### src/rtl/word_packer.sv
// word_packer: packs 4-lane masked word vectors into dense 4-word lines
// and queues them in a line FIFO for the memory writer.
module word_packer #(
  parameter int unsigned W          = 64,
  parameter int unsigned FIFO_DEPTH = 8,
  parameter int unsigned AF_MARGIN  = 2
) (
  input  logic              clk,
  input  logic              rst,
  input  logic              last_input_in,
  input  logic [3:0]        word_in_valid,
  input  logic [3:0][W-1:0] word_in,
  output logic              in_almost_full,
  output logic              line_out_valid,
  input  logic              line_out_ready,
  output logic [3:0][W-1:0] line_out,
  output logic [3:0]        line_out_mask,
  output logic              line_out_last,
  output logic              done,
  output logic              overflow
);

  localparam int unsigned AW = $clog2(FIFO_DEPTH);
  localparam int unsigned CW = AW + 1;

  typedef enum logic [1:0] {ACCUM, FLUSH, DONE} state_t;

  state_t state, state_n;

  logic [1:0]        r, r_n;
  logic [2:0][W-1:0] res, res_n;

  logic [3:0][W-1:0] mem_line [FIFO_DEPTH];
  logic [3:0]        mem_mask [FIFO_DEPTH];
  logic              mem_last [FIFO_DEPTH];
  logic [AW-1:0]     wr_ptr, rd_ptr;
  logic [CW-1:0]     count, count_n;

  logic [3:0][W-1:0] in_c;
  logic [2:0]        k, t;
  logic [6:0][W-1:0] cat;

  logic              push_req, push_ok, pop, full, in_err;
  logic [3:0][W-1:0] push_line;
  logic [3:0]        push_mask;
  logic              push_last;

  function automatic logic [3:0] mask_of(input logic [2:0] n);
    logic [3:0] m;
    case (n)
      3'd0:    m = 4'b0000;
      3'd1:    m = 4'b0001;
      3'd2:    m = 4'b0011;
      3'd3:    m = 4'b0111;
      default: m = 4'b1111;
    endcase
    return m;
  endfunction

  // Residual words followed by the compacted valid input words; unused slots
  // stay zero so partial lines and the next residual come out zero-filled.
  always_comb begin
    in_c = '0;
    k    = '0;
    for (int unsigned i = 0; i < 4; i++) begin
      if (word_in_valid[i]) begin
        in_c[k[1:0]] = word_in[i];
        k            = k + 3'd1;
      end
    end
    t   = {1'b0, r} + k;
    cat = '0;
    for (int unsigned i = 0; i < 3; i++) begin
      if (2'(i) < r) cat[i] = res[i];
    end
    for (int unsigned j = 0; j < 4; j++) begin
      if (3'(j) < k) cat[{1'b0, r} + 3'(j)] = in_c[j];
    end
  end

  always_comb begin
    state_n   = state;
    r_n       = r;
    res_n     = res;
    push_req  = 1'b0;
    push_line = '0;
    push_mask = '0;
    push_last = 1'b0;
    in_err    = 1'b0;
    done      = 1'b0;
    unique case (state)
      ACCUM: begin
        if (last_input_in) begin
          push_req  = 1'b1;
          push_line = cat[3:0];
          push_mask = mask_of(t);
          push_last = (t <= 3'd4);
          if (t > 3'd4) begin
            r_n     = 2'(t - 3'd4);
            res_n   = cat[6:4];
            state_n = FLUSH;
          end else begin
            r_n     = '0;
            res_n   = '0;
            state_n = DONE;
          end
        end else if (t >= 3'd4) begin
          push_req  = 1'b1;
          push_line = cat[3:0];
          push_mask = 4'b1111;
          r_n       = 2'(t - 3'd4);
          res_n     = cat[6:4];
        end else begin
          r_n   = t[1:0];
          res_n = cat[2:0];
        end
      end
      FLUSH: begin
        push_req  = 1'b1;
        push_line = {{W{1'b0}}, res};
        push_mask = mask_of({1'b0, r});
        push_last = 1'b1;
        r_n       = '0;
        res_n     = '0;
        state_n   = DONE;
        in_err    = (|word_in_valid) | last_input_in;
      end
      DONE: begin
        in_err = (|word_in_valid) | last_input_in;
        if (count == '0) begin
          done    = 1'b1;
          state_n = ACCUM;
        end
      end
      default: state_n = ACCUM;
    endcase
  end

  always_ff @(posedge clk or negedge rst) begin
    if (!rst) begin
      state <= ACCUM;
      r     <= '0;
      res   <= '0;
    end else begin
      state <= state_n;
      r     <= r_n;
      res   <= res_n;
    end
  end

  // A pop frees the full slot in the same cycle, so push-at-full still lands.
  assign full           = (count == CW'(FIFO_DEPTH));
  assign line_out_valid = (count != '0);
  assign pop            = line_out_valid & line_out_ready;
  assign push_ok        = push_req & (~full | pop);
  assign line_out       = line_out_valid ? mem_line[rd_ptr] : '0;
  assign line_out_mask  = line_out_valid ? mem_mask[rd_ptr] : '0;
  assign line_out_last  = line_out_valid ? mem_last[rd_ptr] : 1'b0;

  always_comb count_n = count + CW'(push_ok) - CW'(pop);

  always_ff @(posedge clk or negedge rst) begin
    if (!rst) begin
      wr_ptr         <= '0;
      rd_ptr         <= '0;
      count          <= '0;
      in_almost_full <= 1'b0;
      overflow       <= 1'b0;
    end else begin
      if (push_ok) wr_ptr <= wr_ptr + AW'(1);
      if (pop)     rd_ptr <= rd_ptr + AW'(1);
      count          <= count_n;
      in_almost_full <= (CW'(FIFO_DEPTH) - count_n) <= CW'(AF_MARGIN);
      overflow       <= overflow | in_err | (push_req & ~push_ok);
    end
  end

  always_ff @(posedge clk) begin
    if (push_ok) begin
      mem_line[wr_ptr] <= push_line;
      mem_mask[wr_ptr] <= push_mask;
      mem_last[wr_ptr] <= push_last;
    end
  end

endmodule

### config.mk
export PLATFORM = sky130hd
export DESIGN_NAME = word_packer
export DESIGN_NICKNAME = d
export VERILOG_FILES = /design/src/rtl/word_packer.sv
export SDC_FILE = /design/constraint.sdc
export NUM_CORES = 2
export LEC_CHECK = 0
export CELL_PAD_IN_SITES_DETAIL_PLACEMENT = 1
export CELL_PAD_IN_SITES_GLOBAL_PLACEMENT = 2
export CORE_MARGIN = 2
export CORE_UTILIZATION = 40
export DETAILED_ROUTE_END_ITERATION = 16
export PLACE_DENSITY_LB_ADDON = 0.3
export SLEW_MARGIN = 20
export SYNTH_ARGS = -nofsm -noshare
export SYNTH_HDL_FRONTEND = slang
export SYNTH_SLANG_ARGS = --single-unit
### constraint.sdc
create_clock -name clk -period 31.3 [get_ports clk]
set_clock_uncertainty 0.15 [all_clocks]
set_input_delay 6.26 -clock clk [delete_from_list [all_inputs] [get_ports clk]]
set_output_delay 6.26 -clock clk [all_outputs]
set_load 0.01 [all_outputs]
==> Yosys cells after proc, flatten, opt, wreduce, memory -nomap -nowiden <==
Memory sizes are Yosys's and may differ from the RTL's.
Cells that the tools add are included.
{ "totals": {"register_bits": 208, "ramBits": 2088, "input_bits": 264, "output_inout_bits": 265, "memories": 3} }
{ "op_classes": {"n_addsub": 13, "n_lt_le_gt_ge": 25, "n_eq_ne": 11, "n_mux": 69, "bitwise": 9, "n_reduce_logical": 16} }
{ "mem_list": {"columns": ["memory", "depth", "word_bits", "read_ports", "rd_ports_with_merged_regs", "write_ports", "line", "source"], "rows": [
  ["mem_line", 8, 256, 1, 0, 1, "33", "logic [3:0][W-1:0] mem_line [FIFO_DEPTH];"],
  ["mem_mask", 8, 4, 1, 0, 1, "34", "logic [3:0] mem_mask [FIFO_DEPTH];"],
  ["mem_last", 8, 1, 1, 0, 1, "35", "logic mem_last [FIFO_DEPTH];"]
]} }
{ "op_table": {"columns": ["operator", "count"], "rows": [
  ["bitwise mux 448 bit", 4],
  ["2-to-1 mux 448 bit", 4],
  ["2-to-1 mux 256 bit", 6],
  ["bitwise mux 256 bit", 3],
  ["2-to-1 mux 64 bit", 11],
  ["demux 64 bit (select 3 bit)", 3],
  ["2-to-1 mux 192 bit", 3],
  ["demux 64 bit (select 2 bit)", 4],
  ["one-hot mux 256 bit (2 select lines)", 1],
  ["one-hot mux 192 bit (2 select lines)", 1],
  ["one-hot mux 4 bit (4 select lines)", 2],
  ["adder 3 x 1 -> 3 bit, second input constant", 5],
  ["< comparator 3 x 4 -> 1 bit, second input constant", 3],
  ["2-to-1 mux 2 bit", 6],
  ["2-to-1 mux 4 bit", 3],
  ["2-to-1 mux 1 bit", 10],
  [">= comparator 3 x 1 -> 1 bit, second input constant", 3],
  ["< comparator 2 x 3 -> 1 bit, second input constant", 3],
  ["2-to-1 mux 3 bit", 3],
  [">= comparator 2 x 1 -> 1 bit, second input constant", 4],
  ["one-hot mux 4 bit (2 select lines)", 1],
  ["logical AND 1 bit", 7],
  ["adder 2 x 2 -> 3 bit, second input constant", 2],
  ["== test 2 bit, second input constant", 3],
  ["34 further kinds", 48]
]} }

==> Logic depth before layout (Yosys ltp) <==
{ "logic_depth": {"word_depth": 22, "mapped_depth": 28, "ltp_nobuf": 23} }

==> Least setup slack after synthesis <==
Ideal clock, no wire load.
{ "synth_timing": {"path_type": "input -> register", "startpoint": "in word_in_valid[0]", "endpoint": "mem mem_last[4], enable pin", "setup_ns": 1.613, "arrival_time_ns": 36.621, "required_ns": 29.537, "setup_slack_ns": -7.084, "path_stages": 19, "cell_sequence": "clkbuf_1 > buf_1 > inv_1 > ha_1 > buf_6 > xnor2_1 > inv_1 > ha_1 > nor2b_1 > a31oi_1 > clkbuf_1 > fa_1 > inv_1 > xnor3_1 > o21ai_1 > buf_2 > a21boi_1 > inv_1 > nor4b_1"} }
{ "synth_via": {"elab_chain_cells": 15} }
{ "synth_lines": {"columns": ["element", "line", "source"], "rows": [
  ["from (decl)", "11", "input logic [3:0] word_in_valid,"],
  ["2-to-1 mux 1 bit *", "66", "if (word_in_valid[i]) begin"],
  ["adder 3 x 1 -> 3 bit", "68", "k = k + 3'd1;"],
  ["2-to-1 mux 3 bit *", "66", null],
  ["adder 3 x 1 -> 3 bit", "68", null],
  ["2-to-1 mux 3 bit *", "66", null],
  ["adder 3 x 1 -> 3 bit", "68", null],
  ["2-to-1 mux 3 bit *", "66", null],
  ["adder 2 x 3 -> 3 bit *", "71", "t = {1'b0, r} + k;"],
  [">= comparator 3 bit *", "107", "end else if (t >= 3'd4) begin"],
  ["2-to-1 mux 1 bit *", "107", null],
  ["2-to-1 mux 1 bit *", "93", "if (last_input_in) begin"],
  ["one-hot mux 1 bit (2 select lines) *", "91", "unique case (state)"],
  ["AND 1 bit *", "155", "assign push_ok = push_req & (~full | pop);"],
  ["2-to-1 mux 1 bit *", "179", "if (push_ok) begin"],
  ["2-to-1 mux 1 bit (not written as such) *", "182", "mem_last[wr_ptr] <= push_last;"],
  ["to (decl)", "35", null]
]} }
Mark *: on every way between the ends. The rest lies on a longest branch, timed or not.

==> Final worst setup path <==
{ "layout_timing": {"startpoint": "in word_in_valid[1]", "endpoint": "mem mem_line[7][109] (netlist bit), enable pin"} }
{ "layout_via": {"elab_chain_cells": 13} }
{ "layout_lines": {"columns": ["element", "line", "source"], "rows": [
  ["2-to-1 mux 3 bit *", "66", null],
  ["adder 3 x 1 -> 3 bit", "68", null],
  ["2-to-1 mux 3 bit *", "66", null],
  ["adder 3 x 1 -> 3 bit", "68", null],
  ["2-to-1 mux 3 bit *", "66", null],
  ["adder 2 x 3 -> 3 bit *", "71", null],
  [">= comparator 3 bit *", "107", null],
  ["2-to-1 mux 1 bit *", "107", null],
  ["2-to-1 mux 1 bit *", "93", null],
  ["one-hot mux 1 bit (2 select lines) *", "91", null],
  ["AND 1 bit *", "155", null],
  ["2-to-1 mux 1 bit *", "179", null],
  ["2-to-1 mux 1 bit (not written as such) *", "180", "mem_line[wr_ptr] <= push_line;"],
  ["to (decl)", "33", null]
]} }
Marks and branches as above.

==> flow_metrics.env <==
export IMPL_grt_util_all_layers=0.3166
export IMPL_postcts_setup_bufs=0
export IMPL_hold_end="res[51]"
export IMPL_timing_worst_slew_pin_value_ns=1.392
export IMPL_hold_depth=2
export IMPL_crit_path_max_fanout=116
export IMPL_setup_reg_to_reg_worst_slack_ns=24.55
export IMPL_synth_main_ff_cell="sky130_fd_sc_hd__edfxtp_1"
export IMPL_post_detailed_placement_half_perimeter_wirelength_um=283800
export IMPL_worstHoldPathType="reg -> reg"
export IMPL_worst_setup_path_end_kind="flip-flop"
export IMPL_pre_cts_worst_setup_slack_ns=16.02
export IMPL_ctsLongestPathBuffers=4
export IMPL_synth_edff_count=2088
export IMPL_worstSetupStartpointType="input port"
export IMPL_regToRegStartpoint="state[1]"
export IMPL_yosys_mux_area_fraction=0.1532
export IMPL_layout_nets=7768
export IMPL_quantity_of_gates_resized_following_cts=0
export IMPL_p_leak_nw=41.63
export IMPL_layout_area_overhead_vs_synth_pct=16.12
export IMPL_worst_slew_slack_as_a_fraction_of_its_limit=0.06437
export IMPL_yosysUniqueCellTypes=70
export IMPL_final_hold_fails=0
export IMPL_postRouteAntennaNets=0
export IMPL_avgSynthCellArea_um2=15.07
export IMPL_status="finished clean"
export IMPL_multi_input_comb_area_um2=36960
export IMPL_synth_async_sr_flop_share=0.09059
export IMPL_placement_rows=190
export IMPL_stdcell_area_um2=125000
export IMPL_grt_overflow_total=0
export IMPL_design_die_area_um2=273400
export IMPL_drt_drc_violations_left=0
export IMPL_synthesis_nets=7437
export IMPL_layout_drive_gt1_share=0.1723
export IMPL_criticalPathCategory="in -> reg"
export IMPL_synth_xor_area_frac=0.001022
export IMPL_total_wire_length_after_detailed_routing_um=442000
export IMPL_timing_critical_path_required_ns=31.68
export IMPL_timing_reg2reg_worst_path_depth=9
export IMPL_sink_count=2296
export IMPL_yosys_area_share_adder=0.003277
export IMPL_slew_viol_final=0
export IMPL_grt_first_pass_wirelength_um=612800
export IMPL_report_power_total_mw=13.07
export IMPL_cts_hold_buffers_added=0
export IMPL_timing_final_crit_share=0.4633
export IMPL_setup_slack_ns=16.80
export IMPL_final_setup_tns_ns=0
export IMPL_floorplan_initialDensity=0.4019
export IMPL_synth_top_family_by_area="multiplexers"
export IMPL_core_um2=267900
export IMPL_yosysWarningCount=0
export IMPL_root_buffer="sky130_fd_sc_hd__clkbuf_16"
export IMPL_dpl_cell_area_um2=117100
export IMPL_compound_cell_area_share_of_the_yosys_netlist=0.1376
export IMPL_wl_per_cell_um=39.25
export IMPL_syn_inst=7146
export IMPL_max_cap_violations=0
export IMPL_dpl_cell_count=10790
export IMPL_vdd_ir_drop_worst_v=0.00008315
export IMPL_rsz_0062_raised_after_global_routing="no"
export IMPL_count_of_buffers_inserted_at_the_top_level_ports=528
export IMPL_number_of_antenna_violations_at_the_first_check_in_global_routing=71
export IMPL_cts_tree="yes"
export IMPL_die_height_um=522.9
export IMPL_hold_path_startpoint="res[51]"
export IMPL_final_cell_mix="sky130_fd_sc_hd__edfxtp_1 (2088), sky130_fd_sc_hd__clkdlybuf4s50_1 (525), sky130_fd_sc_hd__mux4_2 (524)"
export IMPL_drt_first_pass_iters=8
export IMPL_mappedNetlistArea_um2=107700
export IMPL_io_pins=529
export IMPL_power_density_nw_per_um2=104.5
export IMPL_drtIter0Drc=11290
export IMPL_numCtsBuffers=236
export IMPL_first_global_vias=75200
export IMPL_achievable_frequency_mhz=68.96
export IMPL_final_min_clock_period_ns=14.50
export IMPL_clkTransAtPathRegs_ns=0.06
export IMPL_sequential_cell_area_um2=67920
export IMPL_grt_max_degree=183
export IMPL_synth_simple_gate_area_frac=0.04287
export IMPL_worstPathArrival_ns=14.88
export IMPL_vias_after_detailed_routing=76100
export IMPL_most_common_cell_after_layout_fill_and_taps_aside="sky130_fd_sc_hd__edfxtp_1"
export IMPL_setup_violations=0
export IMPL_synthesis_stage_register_bit_count=2296
export IMPL_clock_latency_on_the_worst_skew_pair_ns=0.93
export IMPL_fillerInstances=25970
export IMPL_fp_dieW_um=522.9
export IMPL_yosysSeqAreaShare=0.6306
export IMPL_reg2reg_to="mem_line[7][109]"
export IMPL_htreeDepth=4
export IMPL_gp_congestion=1.006
export IMPL_finish_cell_count_without_fillers=11260
export IMPL_avgViaCountPerCell=6.759
## synth_stat cells, types with 64 or more instances
cell type	count	area [um^2]
sky130_fd_sc_hd__edfxtp_1	2088	62700
sky130_fd_sc_hd__mux4_2	524	11800
sky130_fd_sc_hd__clkbuf_1	435	1633
sky130_fd_sc_hd__mux2i_1	424	4244
sky130_fd_sc_hd__nor2_1	389	1460
sky130_fd_sc_hd__o21ai_0	284	1421
sky130_fd_sc_hd__nand2_1	282	1059
sky130_fd_sc_hd__o22ai_1	230	1439
sky130_fd_sc_hd__a22oi_1	212	1592
sky130_fd_sc_hd__dfrtp_1	208	5205
sky130_fd_sc_hd__a21oi_1	207	1036
sky130_fd_sc_hd__inv_1	178	668.1
sky130_fd_sc_hd__o221ai_1	166	1454
sky130_fd_sc_hd__a221o_1	146	1461
sky130_fd_sc_hd__buf_1	129	484.2
sky130_fd_sc_hd__a22o_1	90	788.3
sky130_fd_sc_hd__o31ai_1	88	660.6
sky130_fd_sc_hd__buf_2	80	400.4
sky130_fd_sc_hd__and3_1	74	462.9
sky130_fd_sc_hd__nand3_1	73	365.4
sky130_fd_sc_hd__a221oi_1	71	621.9
sky130_fd_sc_hd__a221oi_2	71	1066
sky130_fd_sc_hd__o21a_1	66	495.5
sky130_fd_sc_hd__o32ai_1	64	560.5
## area by class of cell
class | count | share of cell area
diodes | 38 | 0.0007605
clock buffers | 287 | 0.04964
clock inverters | 143 | 0.01192
inverters | 178 | 0.005343
multi-input cells | 4005 | 0.2956
flip-flops and latches | 2296 | 0.5431
well taps | 3552 | 0.03554
repair buffers | 760 | 0.05806
## registers in the layout, indices dropped and copies added, names as in the netlist
signal,count
state,2
in_almost_full,1
overflow,1
res,192
r,2
mem_mask,32
rd_ptr,3
mem_last,8
wr_ptr,3
mem_line,2048
count,4
## critical path, stage by stage
cell                              delay (ns)
sky130_fd_sc_hd__clkdlybuf4s50_1        0.76
sky130_fd_sc_hd__inv_1                  0.20
sky130_fd_sc_hd__ha_4                   0.66
sky130_fd_sc_hd__xnor2_1                0.30
sky130_fd_sc_hd__inv_1                  0.10
sky130_fd_sc_hd__ha_1                   0.34
sky130_fd_sc_hd__nor2b_1                0.09
sky130_fd_sc_hd__a31oi_2                0.80
sky130_fd_sc_hd__fa_1                   0.32
sky130_fd_sc_hd__inv_1                  0.06
sky130_fd_sc_hd__xnor3_1                0.63
sky130_fd_sc_hd__o21ai_4                0.12
sky130_fd_sc_hd__a21boi_1               0.51
sky130_fd_sc_hd__nand2_1                0.30
sky130_fd_sc_hd__nor2_4                 0.70
sky130_fd_sc_hd__buf_4                  0.85
sky130_fd_sc_hd__buf_4                  0.78
sky130_fd_sc_hd__buf_12                 0.69
## layer usage
metal  wire length [um]  up-vias  global-route usage  share of wire
met2             187800     4952              0.4485           0.42
met3              51660      821             0.09071           0.12
met5                215        -                   0        0.00049
met4              20540       34              0.1309          0.046
met1             181800    40160              0.4557           0.41
li1                   -    30130                   -              -
## per-stage QoR
stage / utilization / hold slack (ns)
floorplan: - / 0.2985
global placement: 0.4368 / 0.3127
detailed placement: 0.4373 / 0.3207
CTS: 0.4660 / 0.3350
global route: 0.4667 / 0.3590
finish: 0.4667 / 0.3324
## power by group
group	internal, mW	leakage, nW	total, mW	switching [mW]
Clock	1.61	3.73	2.85	1.24
Sequential	4.18	22.2	4.47	0.295
Combinational	2.08	15.7	5.74	3.66
## worst max path at each step
stage	startpoint	endpoint	slack [ns]	depth (start not counted)
2_1_floorplan	word_in_valid[0]	mem_last[3]	0.88	19
3_3_place_gp	word_in_valid[1]	mem_line[3][67]	15.97	19
3_5_place_dp	word_in_valid[1]	mem_line[3][67]	16.02	19
4_1_cts	word_in_valid[1]	mem_line[7][148]	16.97	18
5_1_grt	word_in_valid[1]	mem_line[3][169]	16.54	19
6_report	word_in_valid[1]	mem_line[7][109]	16.80	18
## logic make-up (layout without fill, tap and decap cells)
family	Yosys count	count (layout)
other	0	38
buffers and inverters	845	1368
muxes	988	988
adders and majority gates	27	27
AOI/OAI and AO/OA	1969	1969
xor gates and xnor gates	11	11
DFF	2296	2296
and+or+nand+nor	1010	1010
Power figures use the tool's default switching activity.
